### src/rtl/mem_pkg.sv
// rtl/mem_pkg.sv - shared state encoding and memory geometry for the data memory master
package mem_pkg;
    localparam int MEM_DEPTH = 4096;

    typedef enum logic [2:0] {
        IDLE = 3'd0,
        RD   = 3'd1,
        WR   = 3'd2,
        CRD  = 3'd3,
        CWR  = 3'd4,
        CFIN = 3'd5
    } state_t;
endpackage

### src/rtl/mem_copy_ctr.sv
// rtl/mem_copy_ctr.sv - block-copy index counter, last-word compare and wrapping address adders
module mem_copy_ctr #(
    parameter int ADDR_W = 12
) (
    input  logic              clk,
    input  logic              rst,
    input  logic              load_i,
    input  logic              inc_i,
    input  logic [ADDR_W-1:0] src_i,
    input  logic [ADDR_W-1:0] dst_i,
    input  logic [ADDR_W:0]   len_i,
    output logic [ADDR_W-1:0] src_addr_o,
    output logic [ADDR_W-1:0] src_next_o,
    output logic [ADDR_W-1:0] dst_addr_o,
    output logic              last_o
);
    logic [ADDR_W-1:0] src_q, dst_q;
    logic [ADDR_W:0]   len_q, idx_q, idx_d;

    always_comb begin
        idx_d = idx_q;
        if (load_i)
            idx_d = '0;
        else if (inc_i)
            idx_d = idx_q + (ADDR_W+1)'(1);
    end

    always_ff @(posedge clk or posedge rst) begin
        if (rst) begin
            src_q <= '0;
            dst_q <= '0;
            len_q <= '0;
            idx_q <= '0;
        end else begin
            if (load_i) begin
                src_q <= src_i;
                dst_q <= dst_i;
                len_q <= len_i;
            end
            idx_q <= idx_d;
        end
    end

    // Truncation to ADDR_W bits gives the modulo-4096 wrap for free.
    assign src_addr_o = src_q + idx_q[ADDR_W-1:0];
    assign src_next_o = src_q + idx_q[ADDR_W-1:0] + ADDR_W'(1);
    assign dst_addr_o = dst_q + idx_q[ADDR_W-1:0];
    assign last_o     = ((idx_q + (ADDR_W+1)'(1)) == len_q);
endmodule

### src/rtl/data_mem_master.sv
// rtl/data_mem_master.sv - data memory initiator serving CPU load/store and a block-copy engine
module data_mem_master
    import mem_pkg::*;
#(
    parameter int bit_size = 15,
    parameter int ADDR_W   = 12
) (
    input  logic                clk,
    input  logic                rst,
    input  logic                reqValid,
    input  logic                reqWrite,
    input  logic [ADDR_W-1:0]   reqAddr,
    input  logic [bit_size:0]   reqData,
    output logic                reqReady,
    output logic                rspValid,
    output logic [bit_size:0]   rspData,
    input  logic                copyStart,
    input  logic [ADDR_W-1:0]   copySrc,
    input  logic [ADDR_W-1:0]   copyDst,
    input  logic [ADDR_W:0]     copyLen,
    output logic                busy,
    output logic                copyDone,
    output logic                dataMemRead,
    output logic                dataMemWrite,
    output logic [ADDR_W-1:0]   address,
    output logic [bit_size:0]   value,
    input  logic [bit_size:0]   memOut
);
    state_t            state_q;
    logic              ready_q, rsp_valid_q, busy_q, done_q, rd_q, wr_q;
    logic [bit_size:0] rsp_data_q, value_q;
    logic [ADDR_W-1:0] addr_q;
    logic [ADDR_W-1:0] src_addr, src_next, dst_addr;
    logic              last;
    logic              copy_load;

    assign copy_load = (state_q == IDLE) && ready_q && copyStart;

    mem_copy_ctr #(.ADDR_W(ADDR_W)) u_ctr (
        .clk        (clk),
        .rst        (rst),
        .load_i     (copy_load),
        .inc_i      (state_q == CWR),
        .src_i      (copySrc),
        .dst_i      (copyDst),
        .len_i      (copyLen),
        .src_addr_o (src_addr),
        .src_next_o (src_next),
        .dst_addr_o (dst_addr),
        .last_o     (last)
    );

    // Strobes and address are computed one cycle ahead so they leave straight from flops.
    always_ff @(posedge clk or posedge rst) begin
        if (rst) begin
            state_q     <= IDLE;
            ready_q     <= 1'b0;
            rsp_valid_q <= 1'b0;
            rsp_data_q  <= '0;
            busy_q      <= 1'b0;
            done_q      <= 1'b0;
            rd_q        <= 1'b0;
            wr_q        <= 1'b0;
            addr_q      <= '0;
            value_q     <= '0;
        end else begin
            rsp_valid_q <= 1'b0;
            done_q      <= 1'b0;
            rd_q        <= 1'b0;
            wr_q        <= 1'b0;
            case (state_q)
                IDLE: begin
                    if (!ready_q) begin
                        ready_q <= 1'b1;
                    end else if (copyStart && (copyLen == '0)) begin
                        ready_q <= 1'b0;
                        done_q  <= 1'b1;
                        state_q <= CFIN;
                    end else if (copyStart) begin
                        ready_q <= 1'b0;
                        busy_q  <= 1'b1;
                        rd_q    <= 1'b1;
                        addr_q  <= copySrc;
                        state_q <= CRD;
                    end else if (reqValid) begin
                        ready_q <= 1'b0;
                        addr_q  <= reqAddr;
                        value_q <= reqData;
                        if (reqWrite) begin
                            wr_q    <= 1'b1;
                            state_q <= WR;
                        end else begin
                            rd_q    <= 1'b1;
                            state_q <= RD;
                        end
                    end
                end
                RD: begin
                    rsp_data_q  <= memOut;
                    rsp_valid_q <= 1'b1;
                    ready_q     <= 1'b1;
                    state_q     <= IDLE;
                end
                WR: begin
                    rsp_valid_q <= 1'b1;
                    ready_q     <= 1'b1;
                    state_q     <= IDLE;
                end
                CRD: begin
                    value_q <= memOut;
                    addr_q  <= dst_addr;
                    wr_q    <= 1'b1;
                    state_q <= CWR;
                end
                CWR: begin
                    if (last) begin
                        busy_q  <= 1'b0;
                        done_q  <= 1'b1;
                        state_q <= CFIN;
                    end else begin
                        rd_q    <= 1'b1;
                        addr_q  <= src_next;
                        state_q <= CRD;
                    end
                end
                CFIN: begin
                    ready_q <= 1'b1;
                    state_q <= IDLE;
                end
                default: state_q <= IDLE;
            endcase
        end
    end

    assign reqReady     = ready_q;
    assign rspValid     = rsp_valid_q;
    assign rspData      = rsp_data_q;
    assign busy         = busy_q;
    assign copyDone     = done_q;
    assign dataMemRead  = rd_q;
    assign dataMemWrite = wr_q;
    assign address      = addr_q;
    assign value        = value_q;
endmodule

### config.mk
export PLATFORM = sky130hd
export DESIGN_NAME = data_mem_master
export DESIGN_NICKNAME = d
export VERILOG_FILES = /design/src/rtl/mem_pkg.sv /design/src/rtl/mem_copy_ctr.sv /design/src/rtl/data_mem_master.sv
export SDC_FILE = /design/constraint.sdc
export NUM_CORES = 1
export LEC_CHECK = 0
export CORE_MARGIN = 1
export CORE_UTILIZATION = 48
export CTS_CLUSTER_SIZE = 25
export DETAILED_ROUTE_END_ITERATION = 10
export PLACE_DENSITY_LB_ADDON = 0.25
export SYNTH_ARGS = -nofsm -noshare
export SYNTH_HDL_FRONTEND = slang
export SYNTH_SLANG_ARGS = --single-unit
### constraint.sdc
create_clock -name clk -period 5 [get_ports clk]
set_input_delay 1.5 -clock clk [delete_from_list [all_inputs] [get_ports clk]]
set_output_delay 1.5 -clock clk [all_outputs]
set_load 0.05 [all_outputs]
# Word level (Yosys, flattened, before mapping)
# Index checks and enable logic that the tools add are counted.
dict set report totals {
  reg_bits 103
  inputBits 86
  out_inout_bits 50
  word_cells 97
}
dict set report classes {
  n_addsub 4
  eq_ne 15
  muxes 48
  reduce_logical 16
}
# cell count
set ops {}
lappend ops {{$mux W16} 4}
lappend ops {{$mux W12} 5}
lappend ops {{$pmux W12 S3} 1}
lappend ops {{$pmux W16 S2} 1}
lappend ops {{$mux W13} 2}
lappend ops {{$add A12 B12 Y12} 2}
lappend ops {{$mux W1} 23}
lappend ops {{$mux W3} 5}
lappend ops {{$reduce_and A5 Y1} 3}
lappend ops {{$ne A2 B2 Y1 const B} 7}
lappend ops {{$add A13 B1 Y13 const B} 1}
lappend ops {{$eq A13 B13 Y1} 1}
lappend ops {{$logic_not A13 Y1} 1}
lappend ops {{$add A12 B1 Y12 const B} 1}
lappend ops {{$pmux W1 S2} 5}
lappend ops {{$pmux W3 S3} 1}
lappend ops {{$reduce_bool A2 Y1} 4}
lappend ops {{$eq A3 B2 Y1 const B} 2}
lappend ops {{$eq A3 B3 Y1 const B} 2}
lappend ops {{$ne A4 B3 Y1 const B} 1}
lappend ops {{$eq A3 B1 Y1 const B} 1}
lappend ops {{$logic_and A1 B1 Y1} 3}
lappend ops {{$logic_not A3 Y1} 1}
lappend ops {{$ne A3 B3 Y1 const B} 1}
lappend ops {{5 further kinds} 5}

# Depth between registers and ports, before layout
dict set report logic_depth {
  word_depth 6
  ltp_mapped 11
  ltp_nobuf 10
}

# By module
# From an unflattened synthesis, not the netlist that was laid out.
dict set report unflattened {
  hier_cells 539
  hier_area_um2 6108.4
}
# mod n_inst cells_per_inst area_each_um2 seq_area_each_um2
set by_module_without_submodules {}
lappend by_module_without_submodules {mem_copy_ctr 1 330 3397.0 1251.2}
lappend by_module_without_submodules {data_mem_master 1 209 2711.4 1326.3}

# Worst setup path before layout
# No wires, ideal clock.
dict set report synth_timing {
  kind {input to register}
  start {input port copyStart}
  end {register addr_q[0] (netlist: address[0])}
  setup_time_ns 0.125
  arrival_ns 3.282
  required_time_ns 4.875
  path_slack_ns 1.593
  cell_stages 8
  path_buffers 2
  cell_sequence {clkbuf_1 > nor4b_1 > nand4_1 > nor4_1 > nor2_1 > and2_4 > buf_6 > mux2_4}
}
dict set report synth_between {
  elab_chain_cells 4
  elab_cells_between_ends 8
  cone_classes {2 x eq/ne; 4 x mux; 2 x reduce/logical}
}
# item line
set synth_rtl {}
lappend synth_rtl {{from (decl)} data_mem_master.sv:17} ;# input logic copyStart,
lappend synth_rtl {{$mux W12} data_mem_master.sv:79} ;# end else if (copyStart) begin
lappend synth_rtl {{$mux W12} data_mem_master.sv:75} ;# end else if (copyStart && (copyLen == '0)) begin
lappend synth_rtl {{$mux W12} data_mem_master.sv:73} ;# if (!ready_q) begin
lappend synth_rtl {{$pmux W12 S3} data_mem_master.sv:71} ;# case (state_q)
lappend synth_rtl {{to (signal assigned)} data_mem_master.sv:83} ;# addr_q <= copySrc;
lappend synth_rtl {{to (signal assigned)} data_mem_master.sv:87} ;# addr_q <= reqAddr;
lappend synth_rtl {{to (signal assigned)} data_mem_master.sv:111} ;# addr_q <= dst_addr;
lappend synth_rtl {{to (decl)} data_mem_master.sv:32} ;# logic [ADDR_W-1:0] addr_q;
# Parallel ways exist; a longest one is shown, timed or not. The select of a mux whose other input is x is not followed.
# A chain may end at the register's enable or synchronous reset.

# Worst setup path in the final report
dict set report layout_timing {
  start {input port copyStart}
  end {register addr_q[5] (netlist: address[5])}
}
# The elaborated chain is that of the path after synthesis.

==> key figures <==
Critical path
  • WS Path Type: primary input to flip-flop
  • CP endpoint kind: flip-flop
  • Slowest stage delay, CP: 500 ps
  • CP arrival: 3750 ps
  • Largest delay contributor family on the critical path: simple AND/OR/NAND/NOR gates
  • Crit path cell chain: clkdlybuf4s50_1 -> nor4b_1 -> nand4_1 -> nor4_1 -> nor2_1 -> and2_4 -> mux2_4
  • Worst Setup Start Kind: primary input
  • CP required: 5230 ps
  • Crit-path max FO: 12
  • Worst path slowest cell: clkdlybuf4s50_1
  • CP bufs+invs: 1

Clock network
  • CTS Hold Buffers Added: 0
  • CTS max path bufs: 2
  • Post_cts resized: 0
  • Reg clk slew, reported paths: 70 ps
  • Root buffer cell: clkbuf_16
  • # clock sinks: 103
  • CTS Buf Count: 9
  • Post-CTS setup buffers: 0
  • CTS H-tree lvls: 3
  • Clock latency on the worst-skew pair: 350 ps
  • CTS tree: done

Drt
  • Initial DRC count: 307
  • Avg WL per Cell: 17.60 um
  • Vias per inst: 5.749
  • DRC viols: 0
  • Initial DRT Pass Iterations: 7
  • Top Layer Used: met4
  • Post-route ant nets: 0
  • DR WL met3: 1.012 mm
  • Final wirelength: 15.87 mm
  • DR vias: 5,186
  • Metal-1 WL: 6.667 mm
  • DR WL met2: 7.803 mm

STA
  • RSZ-0062 raised after global routing: false
  • Relative slew slack: 0.1668
  • Max Fclk: 284.4 MHz
  • Fin crit period: 3517 ps
  • Endpoints failing setup: 0
  • Clock Skews: 9.379 ps
  • Setup TNS: 0 ps
  • Hold_ws: 506.4 ps
  • Slew @ Worst Pin: 1250 ps
  • Final Cycle Share: 0.7033
  • Final Max Slew Viols: 0
  • Final hold vios: 0

Cells and area
  • Multi-input logic area: 0.003246 mm^2
  • Commonest non-fill, non-tap cell in the layout: clkdlybuf4s50_1
  • Ratio of cells with drive above 1 in the final layout: 0.1294
  • Synthesis-to-layout area growth: 30.26%
  • Commonest non-fill, non-tap cells in the layout: 135 x clkdlybuf4s50_1, 103 x dfrtp_1, 60 x nand2_1, 56 x mux2_2, 50 x nor2_1
  • Number of fill cells: 1,018
  • Final Non-Filler Cells: 902
  • Nets@finish: 840
  • Sequential Area: 0.002577 mm^2
  • # diodes: 0

Run
  • Max_cap viols: 0

Yosys
  • Average cell area after synthesis: 9.878 um^2
  • Area share of the largest cell type after synthesis: 0.4299
  • Synthesis-stage register bit count: 103
  • Top cells by area, synth: dfrtp_1 43%, mux2_2 11%, ha_1 4.8%
  • Post-Syn Area: 0.005996 mm^2
  • Synth async-reset ratio: 1.000
  • Yosys warns: 0
  • Synth Flop Type: dfrtp_1
  • Post-synthesis sequential area ratio: 0.4299
  • Area leader, netlist: dfrtp_1
  • Distinct cell type count after synthesis: 60
  • Post-synth EDFFs: 0
  • Synth Net Count: 718
  • Cells after Synth: 607

GRT
  • Total track usage: 0.2563
  • Vias in the first global route: 5,147
  • Initial antenna violation count: 0
  • Pin count of the biggest net entering global routing: 78
  • First-pass GRT wire length: 25.83 mm
  • Total grt overflow: 0

Worst hold path
  • Worst hold path type: flip-flop to flip-flop

Floorplanning
  • Chip Height: 113.8 um
  • Number of I/O pins: 136
  • Starting Density: 0.4950
  • Die W: 113.8 um
  • Site Rows: 40
  • Die ar.: 0.01294 mm^2
  • Core Area: 0.01211 mm^2

Power
  • Overall power: 4.750 mW
  • P per Cell Area: 608.2 mW/mm^2
  • Max VDD drop: 0.0002509 V
  • Leakage: 3.280 nW

Place
  • Post-DP HPWL: 11.94 mm
  • Placer Congestion: 0.9243
  • PortBufs: 135
  • Inst Count DP: 886

Run status
  • Run status: finished, final reports clean
path summary, 6_finish.rpt:
path                             endpoint  slack [ps]  cells past startpoint      startpoint
max                            address[5]        1480                      7       copyStart
max reg2reg                    state_q[1]        1630                      8  u_ctr.idx_q[0]
min reg2reg                    rspData[1]         510                      1      rspData[1]
max in group asynchronous  u_ctr.dst_q[7]        2490                      3             rst
min in group asynchronous       value[12]        1710                      2             rst
min                            rspData[1]         510                      1      rspData[1]
layout make-up:
type	instances	share of cell area
Multi-Input combinational cell	459	0.4156
Sequential cell	103	0.3300
Timing Repair Buffer	143	0.1807
Clock buffer	10	0.03060
Tap cell	168	0.02691
Clock inverter	6	0.009612
Inverter	13	0.006568
power breakdown:
group          switching [mW]  internal [mW]  total [mW]
Sequential              0.266           1.20        1.47
Combinational            1.48           1.06        2.54
Clock                   0.331          0.409       0.740
per-stage QoR:
step	instance area, um^2	utilization	worst slack [ps]
final	7810	0.6448	1483
after CTS	7810	0.6448	1473
after global placement	7496	0.6189	1119
after floorplan	5996	-	796.2
after global routing	7810	0.6448	1310
after detailed placement	7496	0.6189	1106
Yosys cell counts, types with 2 or more instances:
master	count
or3_1	2
xnor2_1	24
o221ai_1	2
nand3b_1	2
nor3_1	14
nand2_1	60
a21o_1	4
nor4_1	6
ha_1	23
o2111ai_1	2
fa_1	2
clkbuf_1	18
o41ai_1	2
mux2_2	56
a31oi_1	23
o211ai_1	2
a211oi_1	5
mux2_4	5
o31ai_1	6
inv_1	13
o22ai_1	4
dfrtp_1	103
nor2_1	50
and2_1	3
o22a_1	2
a41oi_1	4
a21oi_1	28
nor3b_1	6
xor2_1	8
o21ai_0	35
nor2b_1	10
buf_2	7
mux2i_1	15
and2_4	2
nand2b_1	2
nand3_1	17
buf_1	5
o21a_1	4
nand4_1	4
and3_1	7
cell families after synthesis:
group / synth area share
xor gates and xnor gates: 0.04674
DFF: 0.4299
and+or+nand+nor: 0.1544
muxes: 0.1427
adders and majority gates: 0.05468
buffers and inverters: 0.03109
AOI/OAI and AO/OA: 0.1404
per-layer routing:
metal | GRT usage | vias to the layer above
li1 | - | 2447
met1 | 0.3193 | 2500
met2 | 0.4500 | 211
met3 | 0.03719 | 28
met4 | 0.09737 | 0
met5 | 0 | -
sequential cells by signal (all words and copies together), names as in the netlist:
register / count
value: 16
reqReady: 1
copyDone: 1
u_ctr.src_q: 12
rspData: 16
dataMemWrite: 1
address: 12
busy: 1
u_ctr.len_q: 13
u_ctr.dst_q: 12
rspValid: 1
u_ctr.idx_q: 13
state_q: 3
dataMemRead: 1
Power figures use the tool's default switching activity.
